### config.mk
export PLATFORM = sky130hd
export DESIGN_NAME = branch_resolve_unit
export DESIGN_NICKNAME = d
export VERILOG_FILES = /design/src/rtl/branch_resolve_unit.sv
export SDC_FILE = /design/constraint.sdc
export NUM_CORES = 1
export LEC_CHECK = 0
export ABC_AREA = 1
export CAP_MARGIN = 20
export CORE_ASPECT_RATIO = 0.75
export CORE_MARGIN = 2
export CORE_UTILIZATION = 47
export CTS_CLUSTER_SIZE = 24
export DETAILED_ROUTE_END_ITERATION = 7
export MAX_ROUTING_LAYER = met4
export PLACE_DENSITY_LB_ADDON = 0.12
export SKIP_LAST_GASP = 1
export SYNTH_ARGS = -nofsm -noshare
export SYNTH_HDL_FRONTEND = slang
export SYNTH_SLANG_ARGS = --single-unit
### constraint.sdc
create_clock -name clk -period 2 [get_ports clk]
set_input_delay 0.2 -clock clk [delete_from_list [all_inputs] [get_ports clk]]
set_output_delay 0.2 -clock clk [all_outputs]
set_load 0.02 [all_outputs]
### src/rtl/branch_resolve_unit.sv
// Execute-stage branch resolver: compares operands, selects target or fall-through, and holds the outcome in a one-entry handshake register.
// Optional macro BRU_PERF_CNT_EN adds perf_branches/perf_taken counters.

// Unsigned less-than comparator built as a ripple borrow chain from the LSB up.
module set_less_than_unsigned (
  input  logic [63:0] i_a,
  input  logic [63:0] i_b,
  output logic        o_lt
);
  logic [64:0] w_lt_chain;

  assign w_lt_chain[0] = 1'b0;

  genvar g;
  generate
    for (g = 0; g < 64; g = g + 1) begin : g_bit
      // A higher bit that differs overrides everything below it.
      assign w_lt_chain[g+1] = (~i_a[g] & i_b[g]) | (~(i_a[g] ^ i_b[g]) & w_lt_chain[g]);
    end
  endgenerate

  assign o_lt = w_lt_chain[64];
endmodule

// Invariants on the registered outcome of the branch resolver.
module branch_resolve_unit_chk #(
  parameter int XLEN = 64
) (
  input logic            i_clk,
  input logic            i_rst_n,
  input logic            i_flush,
  input logic            i_out_ready,
  input logic            i_out_valid,
  input logic            i_out_taken,
  input logic            i_out_illegal,
  input logic            i_out_misalign,
  input logic [XLEN-1:0] i_out_next_pc
);
  a_hold_stable: assert property (@(posedge i_clk) disable iff (!i_rst_n)
    (i_out_valid && !i_out_ready && !i_flush) |=>
      (i_out_valid && $stable(i_out_next_pc) && $stable(i_out_taken)));

  a_flush_empties: assert property (@(posedge i_clk) disable iff (!i_rst_n)
    i_flush |=> !i_out_valid);

  a_illegal_not_taken: assert property (@(posedge i_clk) disable iff (!i_rst_n)
    i_out_illegal |-> !i_out_taken);

  a_misalign_taken: assert property (@(posedge i_clk) disable iff (!i_rst_n)
    i_out_misalign |-> i_out_taken);
endmodule

module branch_resolve_unit #(
  parameter int              XLEN         = 64,
  parameter logic [XLEN-1:0] RESET_PC_INC = 64'd4
) (
  input  logic            clk,
  input  logic            rst_n,
  input  logic            in_valid,
  output logic            in_ready,
  input  logic [2:0]      in_funct3,
  input  logic [XLEN-1:0] in_rs1,
  input  logic [XLEN-1:0] in_rs2,
  input  logic [XLEN-1:0] in_pc,
  input  logic [XLEN-1:0] in_imm,
  input  logic            flush,
  output logic            out_valid,
  input  logic            out_ready,
  output logic            out_taken,
  output logic [XLEN-1:0] out_next_pc,
  output logic            out_illegal,
  output logic            out_misalign
`ifdef BRU_PERF_CNT_EN
  ,
  output logic [31:0]     perf_branches,
  output logic [31:0]     perf_taken
`endif
);
  typedef enum logic {
    ST_EMPTY = 1'b0,
    ST_FULL  = 1'b1
  } state_t;

  state_t          r_state;
  state_t          w_state_nxt;

  logic            r_taken;
  logic [XLEN-1:0] r_next_pc;
  logic            r_illegal;
  logic            r_misalign;

  logic            w_in_ready;
  logic            w_accept;
  logic            w_eq;
  logic            w_ltu;
  logic            w_lt;
  logic            w_taken;
  logic            w_illegal;
  logic [XLEN-1:0] w_target;
  logic [XLEN-1:0] w_fall;
  logic [XLEN-1:0] w_next_pc;
  logic            w_misalign;
  logic [XLEN-1:0] w_rs1_bias;
  logic [XLEN-1:0] w_rs2_bias;

  assign w_in_ready = (r_state == ST_EMPTY) | out_ready;
  assign w_accept   = in_valid & w_in_ready & ~flush;

  assign w_eq = (in_rs1 == in_rs2);

  // Flipping both sign bits maps two's-complement order onto unsigned order.
  assign w_rs1_bias = {~in_rs1[XLEN-1], in_rs1[XLEN-2:0]};
  assign w_rs2_bias = {~in_rs2[XLEN-1], in_rs2[XLEN-2:0]};

  set_less_than_unsigned u_sltu (
    .i_a  (in_rs1),
    .i_b  (in_rs2),
    .o_lt (w_ltu)
  );

  set_less_than_unsigned u_slt (
    .i_a  (w_rs1_bias),
    .i_b  (w_rs2_bias),
    .o_lt (w_lt)
  );

  // Branch condition decode from funct3.
  always_comb begin
    w_taken   = 1'b0;
    w_illegal = 1'b0;
    case (in_funct3)
      3'b000:  w_taken = w_eq;
      3'b001:  w_taken = ~w_eq;
      3'b100:  w_taken = w_lt;
      3'b101:  w_taken = ~w_lt;
      3'b110:  w_taken = w_ltu;
      3'b111:  w_taken = ~w_ltu;
      default: w_illegal = 1'b1;
    endcase
  end

  assign w_target   = in_pc + in_imm;
  assign w_fall     = in_pc + RESET_PC_INC;
  assign w_next_pc  = w_taken ? w_target : w_fall;
  assign w_misalign = w_taken & (w_target[1:0] != 2'b00);

  // Output register occupancy state.
  always_ff @(posedge clk or negedge rst_n) begin
    if (!rst_n) begin
      r_state <= ST_EMPTY;
    end else begin
      r_state <= w_state_nxt;
    end
  end

  // Next-state: flush wins; a drain with a simultaneous accept stays full.
  always_comb begin
    w_state_nxt = r_state;
    if (flush) begin
      w_state_nxt = ST_EMPTY;
    end else begin
      case (r_state)
        ST_EMPTY: begin
          if (w_accept) w_state_nxt = ST_FULL;
          else          w_state_nxt = ST_EMPTY;
        end
        ST_FULL: begin
          if (w_accept)       w_state_nxt = ST_FULL;
          else if (out_ready) w_state_nxt = ST_EMPTY;
          else                w_state_nxt = ST_FULL;
        end
        default: w_state_nxt = ST_EMPTY;
      endcase
    end
  end

  // Outcome data register; keeps stale values when nothing is accepted.
  always_ff @(posedge clk or negedge rst_n) begin
    if (!rst_n) begin
      r_taken    <= 1'b0;
      r_next_pc  <= {XLEN{1'b0}};
      r_illegal  <= 1'b0;
      r_misalign <= 1'b0;
    end else if (w_accept) begin
      r_taken    <= w_taken;
      r_next_pc  <= w_next_pc;
      r_illegal  <= w_illegal;
      r_misalign <= w_misalign;
    end else begin
      r_taken    <= r_taken;
      r_next_pc  <= r_next_pc;
      r_illegal  <= r_illegal;
      r_misalign <= r_misalign;
    end
  end

`ifdef BRU_PERF_CNT_EN
  logic [31:0] r_perf_branches;
  logic [31:0] r_perf_taken;

  // Event counters; wrap naturally and are untouched by flush.
  always_ff @(posedge clk or negedge rst_n) begin
    if (!rst_n) begin
      r_perf_branches <= 32'd0;
      r_perf_taken    <= 32'd0;
    end else begin
      if (w_accept & ~w_illegal) r_perf_branches <= r_perf_branches + 32'd1;
      else                       r_perf_branches <= r_perf_branches;
      if (w_accept & w_taken)    r_perf_taken    <= r_perf_taken + 32'd1;
      else                       r_perf_taken    <= r_perf_taken;
    end
  end

  assign perf_branches = r_perf_branches;
  assign perf_taken    = r_perf_taken;
`endif

  assign in_ready     = w_in_ready;
  assign out_valid    = (r_state == ST_FULL);
  assign out_taken    = r_taken;
  assign out_next_pc  = r_next_pc;
  assign out_illegal  = r_illegal;
  assign out_misalign = r_misalign;

  branch_resolve_unit_chk #(.XLEN(XLEN)) u_chk (
    .i_clk          (clk),
    .i_rst_n        (rst_n),
    .i_flush        (flush),
    .i_out_ready    (out_ready),
    .i_out_valid    (out_valid),
    .i_out_taken    (out_taken),
    .i_out_illegal  (out_illegal),
    .i_out_misalign (out_misalign),
    .i_out_next_pc  (out_next_pc)
  );
endmodule

# ---- Word-level counts from Yosys, hierarchy flattened
# Index checks and enable logic that the tools add are counted.
dict set report word_totals {
  register_bits 68
  in_bits 264
  output_inout_bits 69
  word_cells 419
}
dict set report classes {
  addsub 2
  n_eq_ne 6
  n_mux 8
  bitwise 395
  n_reduce_logical 3
}
# cell n
set ops {}
lappend ops {{$not 1->1} 134}
lappend ops {{$and 1x1->1} 132}
lappend ops {{$or 1x1->1} 65}
lappend ops {{$add 64x3->64 const B} 1}
lappend ops {{$add 64x64->64} 1}
lappend ops {{$eq 64x64->1} 1}
lappend ops {{$mux 64} 1}
lappend ops {{$xor 1x1->1} 64}
lappend ops {{$eq 3x3->1 const B} 4}
lappend ops {{$pmux 1 s6} 1}
lappend ops {{$reduce_or 6->1} 1}
lappend ops {{$mux 1} 5}
lappend ops {{$eq 3x1->1 const B} 1}
lappend ops {{$logic_not 3->1} 1}
lappend ops {{$pmux 1 s2} 1}
lappend ops {{$reduce_bool 2->1} 1}

# ---- Longest topological paths before layout
dict set report logic_depth {
  word_depth 131
  depth_mapped 103
  ltp_nobuf 102
}

# ---- By module
# A second synthesis with hierarchy kept.
dict set report unflattened {
  hier_cells 3105
  area_unflattened_um2 15954.1
}
# mod instances cells_each area_each_um2 seq_area_each_um2
set modules_own_cells {}
lappend modules_own_cells {branch_resolve_unit 1 2473 12475.7 1701.6}
lappend modules_own_cells {set_less_than_unsigned 2 316 1739.2 0.0}

# ---- Least setup slack after synthesis
# Ideal clock, no wire load.
dict set report synth_path {
  path_kind {input to register}
  startpoint {input port in_pc[0]}
  endpoint {register r_next_pc[62], in the netlist out_next_pc[62]}
  setup_time_ns 0.117
  t_arrival_ns 5.566
  required_time_ns 1.883
  setup_slack_ns -3.683
  stages 47
  n_path_buf 0
  path_cell_list {ha_1 fa_1 a21o_1 a21oi_2 o21ai_2 a21oi_1 inv_1 a21oi_1 nor3_1 o21ai_1 a21boi_0 or2_1 a21oi_1 o21bai_2 a21oi_1 o21bai_1 a21oi_1 o21bai_1 [11 not listed] o21ai_1 nand3_1 nand2_1 nand3_1 nand2_1 nand3_1 nand2_1 a21oi_1 o21ai_1 a21oi_1 o21ai_2 nand2_1 nand3_1 xor2_1 clkinv_1 nand2_1 nand3_1 nand2_1}
}
dict set report synth_via {
  elab_chain_len 2
  word_cells_on_any_way 3
  cone_classes {add/sub: 2; mux: 1}
}
# element line
set synth_rtl {}
lappend synth_rtl {{start: declaration} 64} ;# input logic [XLEN-1:0] in_pc,
lappend synth_rtl {{$add 64x3->64 / $add 64x64->64 (equally long branches)} {143, 142}}
lappend synth_rtl {{$mux 64 (*)} 144} ;# assign w_next_pc = w_taken ? w_target : w_fall;
lappend synth_rtl {{end signal: assignment} 181} ;# r_next_pc <= {XLEN{1'b0}};
lappend synth_rtl {{end signal: assignment} 186} ;# r_next_pc <= w_next_pc;
lappend synth_rtl {{end signal: assignment} 191} ;# r_next_pc <= r_next_pc;
lappend synth_rtl {{end: declaration} 88} ;# logic [XLEN-1:0] r_next_pc;
# Every way passes the cells marked *; elsewhere a longest branch is shown, timed or not.
# A chain may end at the register's enable or synchronous reset.

# ---- Worst setup path in the final report
dict set report layout_path {
  startpoint {input port in_pc[2]}
  endpoint {register r_next_pc[61], in the netlist out_next_pc[61]}
}
# Same word-level chain as after synthesis.

==> impl_metrics.csv <==
group,metric,value,unit
setup_path,r2r_setup_slack,0.19,ns
setup_path,cp_slowest_stage_delay,0.45,ns
floorplanning,die_h,126,microns
drt,dr.pass1.iters,8,
setup_path,critPathRequiredTime,2.28,ns
clock_network,cts_tree,"yes",
timing,worst_pin_slew,0.669,ns
worst_hold_path,hold_path_startpoint,"in_pc[0]",
layout,final_cell_mix,"401 x nand2_1, 361 x buf_4, 312 x clkdlybuf4s50_1",
clock_network,clock-root-buffer,"clkbuf_16",
worst_hold_path,hold_path_class,"input pin to register",
synth,syn_nets,1849,
layout,nets,2561,
global_routing,grt_max_degree,38,
timing,slew_viol_final,0,
layout,area_growth,86.4,%
clock_network,clk_pin_slew,0.06,ns
setup_path,crit_path_end_kind,"register",
power_and_ir_drop,swShare,40.3,%
setup_path,timing.rr.end,"out_next_pc[20]",
synth,ys_ff_latch,68,
clock_network,cts_buffers,9,
clock_network,clock-sinks,68,
setup_path,arrival,7.05,ns
power_and_ir_drop,p_int,5790,uW
drt,viasPerCell,5.68,
global_routing,grt_antenna_before_repair,0,
layout,fillers,932,
timing,rsz0062_at_grt,"true",
drt,drt_iter0_drc,1549,
flow_run,cap_violations,0,
drt,ant_nets,0,
floorplanning,dieArea,21000,sq um
timing,layout_min_cycle_time,6.77,ns
floorplanning,die_w,167,microns
synth,ys.flop_type,"dfrtp_1",
setup_path,crit_path_start,"in_pc[2]",
global_routing,grt.total_usage,39.7,%
synth,synth_edf_count,0,
run_status,outcome,"finished, violations left",
timing,relSlewSlack,54.9,%
setup_path,cpMaxStageDelayCell,"clkdlybuf4s50_1",
layout,num_antenna_cells,0,
setup_path,crit_type,"input pin to register",
floorplanning,initial_core_util,48.1,%
synth,synth_seq_area_share,18.2,%
global_routing,grt-ovfl-total,0,
layout,final_common_cell,"nand2_1",
timing,setup-violations-final,66,
synth,async_flop_share,100,%
timing,fin_hold_ws,0.348,ns
floorplanning,std_cell_rows,44,
power_and_ir_drop,power,9710,uW
drt,vias,13780,
layout,drive_gt1_share,26.8,%
power_and_ir_drop,p_sw,3920,uW
clock_network,clk-insertion-delay-late,0.34,ns
setup_path,worstSetupEndpoint,"out_next_pc[61]",
timing,final-hold-violation-count,0,
drt,wirelength,46400,microns
synth,syn_inst,1455,
synth,avgSynthCellArea,6.42,sq um
power_and_ir_drop,combPwrFrac,60.9,%
place,place.gp.congestion,0.930,
setup_path,startpoint_type,"input pin",
setup_path,r2r_start,"out_valid",
place,place_ws,-4.69,ns
setup_path,critPathMaxFanout,4,
timing,max_freq,148,MHz
global_routing,first_global_vias,13293,
power_and_ir_drop,p_per_area,557,nW/um^2
clock_network,ctsLongestPathBuffers,2,
floorplanning,core,19400,sq um
timing,clock-skew-final,0.00578,ns
floorplanning,io_pins,333,
synth,synth.cell_area,9350,sq um
setup_path,cp_common_cell,"nand2_1",
power_and_ir_drop,ir_worst_vdd,522,uV
drt,wl_per_cell,19.1,microns
place,dp_hpwl,27300,microns
clock_network,htreeDepth,3,
timing,worst_slack,-4.77,ns
drt,drc,1,
run_status,violations,"design-rule violations, negative setup slack",
timing,period_share,339,%
power_and_ir_drop,power_frac_seq,20.1,%
power_and_ir_drop,leakagePower,0.00931,uW
synth,ys_warn_count,0,
power_and_ir_drop,power.share.clock,19.0,%
synth,synth_cell_type_count,44,
global_routing,grt_pass1_wl,65700,microns
setup_path,r2r_cells,7,
place,portBuffers,332,
-- power by group through the flow --
stage / Clock, uW / Sequential [uW] / Combinational (uW)
floorplan: 0 / 2240 / 1830
global placement: 0 / 1920 / 4490
detailed placement: 0 / 1920 / 4600
CTS: 1820 / 1910 / 5220
global route: 1900 / 1960 / 6210
finish: 1850 / 1950 / 5910
-- registers in the layout, indices dropped and copies added, names as in the netlist --
name          count
out_taken         1
out_valid         1
out_illegal       1
out_misalign      1
out_next_pc      64
-- layer usage --
layer  global-route usage [%]  wire length [microns]
met3                     6.88                   5110
met5                        -                      0
met2                     65.7                  20600
met1                     46.2                  16700
met4                     21.6                   3980
-- worst min-delay path by stage --
stage,cells past startpoint,end,slack [ns]
after floorplan,0,out_illegal,-0.1
after global placement,1,out_next_pc[15],0.22
after detailed placement,1,out_next_pc[13],0.23
after CTS,3,out_next_pc[0],0.31
after global routing,3,out_next_pc[0],0.38
final,3,out_next_pc[0],0.35
-- cell usage after synthesis (3+ instances only) --
cell type	count	area (sq um)
o21ai_2	5	43.8
a21oi_1	92	460
a21oi_2	3	26.3
xor2_1	79	692
nor2_1	64	240
ha_1	129	1610
buf_4	7	52.6
o21bai_1	28	210
nor3_1	19	95.1
clkbuf_1	14	52.6
buf_2	12	60.1
inv_1	239	897
nor4_1	10	62.6
nand2_1	464	1740
nand4_1	29	181
dfrtp_1	68	1700
xnor2_1	35	307
a21o_1	3	22.5
o21ai_0	16	80.1
nand3_1	97	485
o21ai_1	7	35.0
nand3_2	3	30.0
a31oi_1	7	43.8
-- worst max-delay path, delay by kind of cell --
family	cells	cell delay, ns
AOI/OAI and AO/OA	21	2.80
and+or+nand+nor	22	2.48
buffers and inverters	6	0.83
adders and majority gates	1	0.37
xor gates and xnor gates	1	0.34
-- metrics by stage --
stage               util (%)  cells  area [sq um]  setup TNS, ns
finish                  89.7   2425         17400        -306.50
global route            89.7   2425         17400        -350.12
global placement        79.3   2323         15400        -295.59
floorplan                  -   1455          9510        -217.02
CTS                     87.0   2418         16900        -257.05
detailed placement      79.3   2323         15400        -306.18
-- repair_timing --
item / CTS / global route
hold buffers: 1 / 0
buffers inserted: 66 / 7
hold endpoints to repair: 36 / 0
endpoints found under the setup margin: 66 / 66
resized for setup: 143 / 116
pin swaps: 53 / 57
cloned: 12 / 4
-- final cells by class --
class / count / area, sq um / share of cell area (%)
multi-input cells: 1113 / 7350 / 42.2
repair buffers: 734 / 6800 / 39.0
flip-flops and latches: 68 / 1700 / 9.77
inverters: 241 / 920 / 5.28
well taps: 253 / 317 / 1.82
clock buffers: 11 / 253 / 1.45
clock inverters: 5 / 83.8 / 0.481
-- logic make-up (layout without fill, tap and decap cells) --
logic type / count (synthesis) / count (layout) / synth area share [%]
XOR/XNOR: 114 / 114 / 10.7
AO/OA/AOI/OAI: 172 / 172 / 10.9
flip-flops: 68 / 68 / 18.2
AND/OR/NAND/NOR: 697 / 697 / 31.3
adder cells (fa/ha/maj): 130 / 130 / 17.5
buffers and inverters: 274 / 991 / 11.4
Power figures use the tool's default switching activity.
